### src/rtl/deser_link_pkg.sv
// Shared link definitions: FSM state encoding and the special 10-bit control words
// used by both the receive-side and transmit-side link controllers.
package deser_link_pkg;

    typedef enum logic [1:0] {
        WAIT_LOCK = 2'd0,
        WAIT_TAIL = 2'd1,
        NORMAL    = 2'd2
    } link_state_e;

    localparam logic [9:0] TAIL_WORD = 10'b10011_11100;
    localparam logic [9:0] IDLE_WORD = 10'b00000_11111;

endpackage

### src/rtl/deser_link_ctrl_lock_filter.sv
// Consecutive-lock counter: stable is asserted in the cycle that completes a run of
// LOCK_STABLE lock-high samples. Any low sample or an active clear restarts the run.
module lock_filter #(
    parameter int unsigned LOCK_STABLE = 16
) (
    input  logic clk,
    input  logic rst,
    input  logic lock,
    input  logic clear,
    output logic stable
);

    localparam int unsigned CW = $clog2(LOCK_STABLE + 1);

    logic [CW-1:0] cnt_q, cnt_d;

    always_comb begin
        cnt_d = cnt_q;
        if (clear || !lock) begin
            cnt_d = '0;
        end else if (cnt_q != CW'(LOCK_STABLE)) begin
            cnt_d = cnt_q + CW'(1);
        end
    end

    // NOTE: state registers use non-blocking assignments so every flop samples pre-edge values.
    always_ff @(posedge clk) begin
        if (rst) begin
            cnt_q <= '0;
        end else begin
            cnt_q <= cnt_d;
        end
    end

    assign stable = (cnt_d == CW'(LOCK_STABLE));

endmodule

### src/rtl/deser_link_ctrl.sv
// Receive-side link controller: waits for stable lock, hunts for TAIL_WORD, then forwards
// non-idle payload words. Optional RxWordCnt output is built when DERX_WORD_CNT_EN is defined.
module deser_link_ctrl
    import deser_link_pkg::*;
#(
    parameter int unsigned LOCK_STABLE  = 16,
    parameter int unsigned TAIL_TIMEOUT = 2047
) (
    input  logic        CLK_10MHZ,
    input  logic        Rst,
    input  logic        UpSig_Lock,
    input  logic [9:0]  UpSig_Dout,
    output logic        sync_success,
    output logic [9:0]  DataOut,
    output logic        DataOutEn,
`ifdef DERX_WORD_CNT_EN
    output logic [15:0] RxWordCnt,
`endif
    output logic        link_err
);

    // Timeout fires on the TAIL_TIMEOUT-th cycle spent in WAIT_TAIL.
    localparam logic [10:0] TMO_LAST = 11'(TAIL_TIMEOUT - 1);

    link_state_e state_q, state_d;
    logic [10:0] tmo_q, tmo_d;
    logic [9:0]  data_q, data_d;
    logic        en_q, en_d;
    logic        err_q, err_d;
    logic        sync_q;
    logic        lock_stable;

    lock_filter #(
        .LOCK_STABLE(LOCK_STABLE)
    ) u_lock_filter (
        .clk    (CLK_10MHZ),
        .rst    (Rst),
        .lock   (UpSig_Lock),
        .clear  (state_q != WAIT_LOCK),
        .stable (lock_stable)
    );

    // NOTE: every output of this block gets a default first, so no path can infer a latch.
    always_comb begin
        state_d = state_q;
        tmo_d   = '0;
        data_d  = data_q;
        en_d    = 1'b0;
        err_d   = 1'b0;
        unique case (state_q)
            WAIT_LOCK: begin
                if (lock_stable) state_d = WAIT_TAIL;
            end
            WAIT_TAIL: begin
                // Lock loss outranks both tail detection and timeout.
                if (!UpSig_Lock) begin
                    state_d = WAIT_LOCK;
                end else if (UpSig_Dout == TAIL_WORD) begin
                    state_d = NORMAL;
                end else if (tmo_q >= TMO_LAST) begin
                    state_d = WAIT_LOCK;
                    err_d   = 1'b1;
                end else if (tmo_q != '1) begin
                    tmo_d = tmo_q + 11'd1;
                end else begin
                    tmo_d = tmo_q;
                end
            end
            NORMAL: begin
                if (!UpSig_Lock) begin
                    state_d = WAIT_LOCK;
                    err_d   = 1'b1;
                end else if (UpSig_Dout != IDLE_WORD) begin
                    data_d = UpSig_Dout;
                    en_d   = 1'b1;
                end
            end
            default: state_d = WAIT_LOCK;
        endcase
    end

    always_ff @(posedge CLK_10MHZ) begin
        if (Rst) begin
            state_q <= WAIT_LOCK;
            tmo_q   <= '0;
            data_q  <= '0;
            en_q    <= 1'b0;
            err_q   <= 1'b0;
            sync_q  <= 1'b0;
        end else begin
            state_q <= state_d;
            tmo_q   <= tmo_d;
            data_q  <= data_d;
            en_q    <= en_d;
            err_q   <= err_d;
            sync_q  <= (state_d == NORMAL);
        end
    end

`ifdef DERX_WORD_CNT_EN
    logic [15:0] word_cnt_q;

    // Counts forwarded words across resyncs; only reset clears it.
    always_ff @(posedge CLK_10MHZ) begin
        if (Rst) begin
            word_cnt_q <= '0;
        end else if (en_d) begin
            word_cnt_q <= word_cnt_q + 16'd1;
        end
    end

    assign RxWordCnt = word_cnt_q;
`endif

    assign sync_success = sync_q;
    assign DataOut      = data_q;
    assign DataOutEn    = en_q;
    assign link_err     = err_q;

endmodule

### config.mk
export PLATFORM = sky130hd
export DESIGN_NAME = deser_link_ctrl
export DESIGN_NICKNAME = d
export VERILOG_FILES = /design/src/rtl/deser_link_pkg.sv /design/src/rtl/deser_link_ctrl_lock_filter.sv /design/src/rtl/deser_link_ctrl.sv
export SDC_FILE = /design/constraint.sdc
export NUM_CORES = 1
export LEC_CHECK = 0
export CAP_MARGIN = 20
export CORE_UTILIZATION = 46
export DETAILED_ROUTE_END_ITERATION = 10
export PLACE_DENSITY_LB_ADDON = 0.1
export SETUP_SLACK_MARGIN = 0.2
export SLEW_MARGIN = 5
export SYNTH_ARGS = -nofsm -noshare
export SYNTH_HDL_FRONTEND = slang
export SYNTH_SLANG_ARGS = --single-unit
### constraint.sdc
create_clock -name CLK_10MHZ -period 1.85 [get_ports CLK_10MHZ]
set_clock_uncertainty 0.1 [all_clocks]
set_input_delay 0.185 -clock CLK_10MHZ [delete_from_list [all_inputs] [get_ports CLK_10MHZ]]
set_output_delay 0.185 -clock CLK_10MHZ [all_outputs]
set_load 0.02 [all_outputs]
==> report_table.html <==
<table>
<tr><th>Metric</th><th>Value</th></tr>
<tr><th colspan="2">Die</th></tr>
<tr><td>Count of pins on the block boundary</td><td>26</td></tr>
<tr><td>Die area</td><td>3440 µm²</td></tr>
<tr><td>Die outline width</td><td>between 50 and 60 µm</td></tr>
<tr><td>Initial core utilization</td><td>48.3%</td></tr>
<tr><td>Die H</td><td>58.6 µm</td></tr>
<tr><td>Row count</td><td>20</td></tr>
<tr><td>Core box area</td><td>3050 µm²</td></tr>
<tr><th colspan="2">STA</th></tr>
<tr><td>Unrepaired setup endpoints after global routing</td><td>yes</td></tr>
<tr><td>Slew HR</td><td>82.1%</td></tr>
<tr><td>Least-Margin Pin Slew</td><td>264 ps</td></tr>
<tr><td>Final total negative setup slack</td><td>0 ps</td></tr>
<tr><td>Final period utilization</td><td>93.9%</td></tr>
<tr><td>Crit path time final</td><td>1740 ps</td></tr>
<tr><td>Final Max Slew Viols</td><td>0</td></tr>
<tr><td>Number of endpoints failing setup at the final stage</td><td>0</td></tr>
<tr><td>Number of hold-slack violations in the final timing report</td><td>0</td></tr>
<tr><td>Max frequency</td><td>576 MHz</td></tr>
<tr><th colspan="2">Synth</th></tr>
<tr><td>Synth Register Bits</td><td>31</td></tr>
<tr><td>Avg Cell Area, Syn</td><td>9.16 µm²</td></tr>
<tr><td>Multiplexer area fraction after synthesis</td><td>7.46%</td></tr>
<tr><td>Top FF cell, synth</td><td>sky130_fd_sc_hd__dfxtp_1</td></tr>
<tr><td>Synth async-reset ratio</td><td>0%</td></tr>
<tr><td>Number of enable-type register cells in the synthesized netlist</td><td>0</td></tr>
<tr><td>Compound-cell area share of the yosys netlist</td><td>6.19%</td></tr>
<tr><td>Synthesized net count</td><td>~180</td></tr>
<tr><td>Adder-cell share of the synthesized area</td><td>6.79%</td></tr>
<tr><td>Cell area after technology mapping</td><td>1480 µm²</td></tr>
<tr><td>Post-synthesis share of cell area spent on and, or, nand and nor gates</td><td>26.4%</td></tr>
<tr><td>XOR/XNOR share of the synthesized area</td><td>just over 7%</td></tr>
<tr><td>Largest family of logic cells by synthesized area</td><td>simple AND/OR/NAND/NOR gates</td></tr>
<tr><td>Post-synthesis cell count</td><td>between 150 and 200</td></tr>
<tr><td>Count of cell types in the netlist</td><td>36</td></tr>
<tr><td>Share of synthesized area occupied by flip-flops and latches</td><td>42.1%</td></tr>
<tr><td>Synth Warn #</td><td>0</td></tr>
<tr><th colspan="2">Placed design</th></tr>
<tr><td>HPWL Detailed</td><td>~2200 µm</td></tr>
<tr><td>Count of buffers from port buffering</td><td>25</td></tr>
<tr><td>Global placer's final weighted congestion</td><td>roughly 0.8</td></tr>
<tr><th colspan="2">Final layout</th></tr>
<tr><td>Register cell area after layout</td><td>651 µm²</td></tr>
<tr><td>Antenna diodes</td><td>0</td></tr>
<tr><td>Most frequent cells in the layout</td><td>25 x sky130_fd_sc_hd__nor2_1, 25 x sky130_fd_sc_hd__clkdlybuf4s50_1, 22 x sky130_fd_sc_hd__buf_4</td></tr>
<tr><td>Area of combinational cells with multiple inputs</td><td>between 900 and 1000 µm²</td></tr>
<tr><td>Net count of the finished layout</td><td>233</td></tr>
<tr><td>Total of fill cells in the finished design</td><td>236</td></tr>
<tr><td>Area growth from synthesis to layout</td><td>46.1%</td></tr>
<tr><td>Finished Core Util</td><td>70.6%</td></tr>
<tr><td>Share of layout cells above drive strength 1</td><td>33.8%</td></tr>
<tr><th colspan="2">Setup path</th></tr>
<tr><td>CP peak stage delay</td><td>370 ps</td></tr>
<tr><td>Max stage delay cell, worst path</td><td>sky130_fd_sc_hd__dfxtp_4</td></tr>
<tr><td>Critical path cell sequence</td><td>nand4_4 -&gt; nor4_2 -&gt; buf_4 -&gt; and4b_2 -&gt; o22ai_1 -&gt; and2_1</td></tr>
<tr><td>Endpoint required time on the critical path</td><td>2020 ps</td></tr>
<tr><td>Setup Crit Path Kind</td><td>register to register</td></tr>
<tr><td>CP max FO</td><td>3</td></tr>
<tr><td>Crit path DAT</td><td>1910 ps</td></tr>
<tr><td>Endpoint type of the worst setup path</td><td>register</td></tr>
<tr><td>Sort of element at the start of the critical path</td><td>register</td></tr>
<tr><th colspan="2">Global route</th></tr>
<tr><td>Pin count of the biggest net entering global routing</td><td>14</td></tr>
<tr><td>GR Util All Layers</td><td>20.2%</td></tr>
<tr><td>Global-route wire length before repair</td><td>5200 µm</td></tr>
<tr><td>GR Overflow Total</td><td>0</td></tr>
<tr><td>Number of global-route vias before repair</td><td>1210</td></tr>
<tr><td>Antenna violations before repair</td><td>0</td></tr>
<tr><th colspan="2">Route</th></tr>
<tr><td>Average vias per placed instance</td><td>5.14</td></tr>
<tr><td>Total via count in the routed design</td><td>1320</td></tr>
<tr><td>Number of iterations in the first detailed-routing pass</td><td>4</td></tr>
<tr><td>Routed Antenna Nets</td><td>0</td></tr>
<tr><td>Initial DRC Count</td><td>28</td></tr>
<tr><td>DRC errors left</td><td>0</td></tr>
<tr><td>Routed wire length</td><td>3340 µm</td></tr>
<tr><td>Routed wirelength normalized by instance count</td><td>13.0 µm</td></tr>
<tr><th colspan="2">Clock network</th></tr>
<tr><td>Clock sink count</td><td>31</td></tr>
<tr><td>Max Root-Sink Buffers</td><td>2</td></tr>
<tr><td>Num CTS Buffers</td><td>5</td></tr>
<tr><td>Post-CTS Hold Fix Bufs</td><td>0</td></tr>
<tr><td>CTS Root Cell</td><td>sky130_fd_sc_hd__clkbuf_4</td></tr>
<tr><td>Clock tree from TritonCTS</td><td>done</td></tr>
<tr><td>Insertion delay of the later-clocked pin in the worst-skew pair</td><td>330 ps</td></tr>
<tr><td>Clock transition time at the flip-flop clock pins of the worst setup and hold paths</td><td>90 ps</td></tr>
<tr><td>Depth of the CTS H-tree</td><td>2</td></tr>
<tr><th colspan="2">Status</th></tr>
<tr><td>Status</td><td>finished clean</td></tr>
<tr><th colspan="2">Pwr</th></tr>
<tr><td>Power per Cell Area</td><td>532 nW/µm²</td></tr>
<tr><td>Max IR drop VDD</td><td>0.499 mV</td></tr>
<tr><td>Leakage</td><td>between 0.8 and 0.9 nW</td></tr>
<tr><th colspan="2">Worst hold path</th></tr>
<tr><td>Class of the most critical hold timing path</td><td>register to register</td></tr>
<tr><th colspan="2">Job</th></tr>
<tr><td>Number of max-cap violations</td><td>0</td></tr>
</table>
power breakdown:
group          internal [W]  total (W)  switching, W
registers          0.000661   0.000664    0.00000327
logic             0.0000460  0.0000769     0.0000308
clock network      0.000182   0.000406      0.000224
total              0.000889    0.00115      0.000258
metal layers:
metal  GRT usage [%]  vias to the layer above  part of all wire [%]
met2            33.2                       30                    50
met1            25.0                      622                    45
met4            7.82                        0                   1.3
met5               0                        -                     0
li1                -                      661                     -
met3            5.93                        7                   4.5
registers in the layout, indices dropped and copies added, names as in the netlist:
register	count
DataOut	10
DataOutEn	1
link_err	1
state_q	2
sync_success	1
tmo_q	11
u_lock_filter.cnt_q	5
Yosys cell counts (2+ instances only):
master                      n  share of area, %
sky130_fd_sc_hd__dfxtp_1   31                42
sky130_fd_sc_hd__nor2_1    27               6.9
sky130_fd_sc_hd__mux2i_1   11               7.5
sky130_fd_sc_hd__nand2_1    9               2.3
sky130_fd_sc_hd__nand3_1    9               3.1
sky130_fd_sc_hd__ha_1       8               6.8
sky130_fd_sc_hd__inv_1      8               2.0
sky130_fd_sc_hd__xnor2_1    7               4.2
sky130_fd_sc_hd__nor3_1     6               2.0
sky130_fd_sc_hd__nand4_1    5               2.1
sky130_fd_sc_hd__xor2_1     5               3.0
sky130_fd_sc_hd__a211oi_1   3               1.5
sky130_fd_sc_hd__a21oi_1    3               1.0
sky130_fd_sc_hd__and2_1     2              0.85
sky130_fd_sc_hd__and4b_1    2               1.4
sky130_fd_sc_hd__and4bb_2   2               1.7
sky130_fd_sc_hd__buf_2      2              0.68
sky130_fd_sc_hd__clkbuf_1   2              0.51
sky130_fd_sc_hd__o22ai_1    2              0.85
cells by family (layout without fill, tap and decap cells):
logic type / count (synthesis) / in the layout
compound gates: 13 / 13
xor+xnor: 12 / 12
fa+ha+maj: 8 / 8
buf+inv: 13 / 64
flops: 31 / 31
mux: 11 / 11
simple gates: 73 / 74
worst max-delay path, delay by kind of cell, from the launching register on:
family                 cells  cell delay, ps
DFF                        1             370
AOI/OAI and AO/OA          1             190
buffers and inverters      1             170
and+or+nand+nor            4             850
through the flow:
| step | cell area, µm² | worst slack, ps | hold WS [ps] | std cells | power, W |
|---|---|---|---|---|---|
| after floorplan | 1530 | 185 | 229 | 161 | 0.000708 |
| after global placement | 1880 | -61.1 | 350 | 235 | 0.000750 |
| after detailed placement | 1880 | -159 | 361 | 235 | 0.000752 |
| after CTS | 2070 | 121 | 371 | 253 | 0.00116 |
| after global routing | 2150 | 53.4 | 405 | 257 | 0.00121 |
| final | 2150 | 113 | 366 | 257 | 0.00115 |
final timing paths:
kind	startpoint	to	slack (ps)	cells after the start
max	tmo_q[3]	sync_success	110	6
min	DataOut[9]	DataOut[9]	370	2
min reg2reg	DataOut[9]	DataOut[9]	370	2
max reg2reg	tmo_q[3]	sync_success	110	6
timing repair:
item | in CTS | in global routing
setup buffers | 10 | 3
endpoints found under the setup margin | 14 | 14
pin swaps | 3 | 8
resized for setup | 16 | 14
cloned | 0 | 1
area by class of cell:
type                    instances  share of cell area [%]
multi-input cells             118                    43.1
repair buffers                 48                    19.8
well taps                      44                    2.56
clock inverters                 1                   0.174
flip-flops and latches         31                    30.2
clock buffers                   7                    2.56
inverters                       8                    1.63
Power figures use the tool's default switching activity.
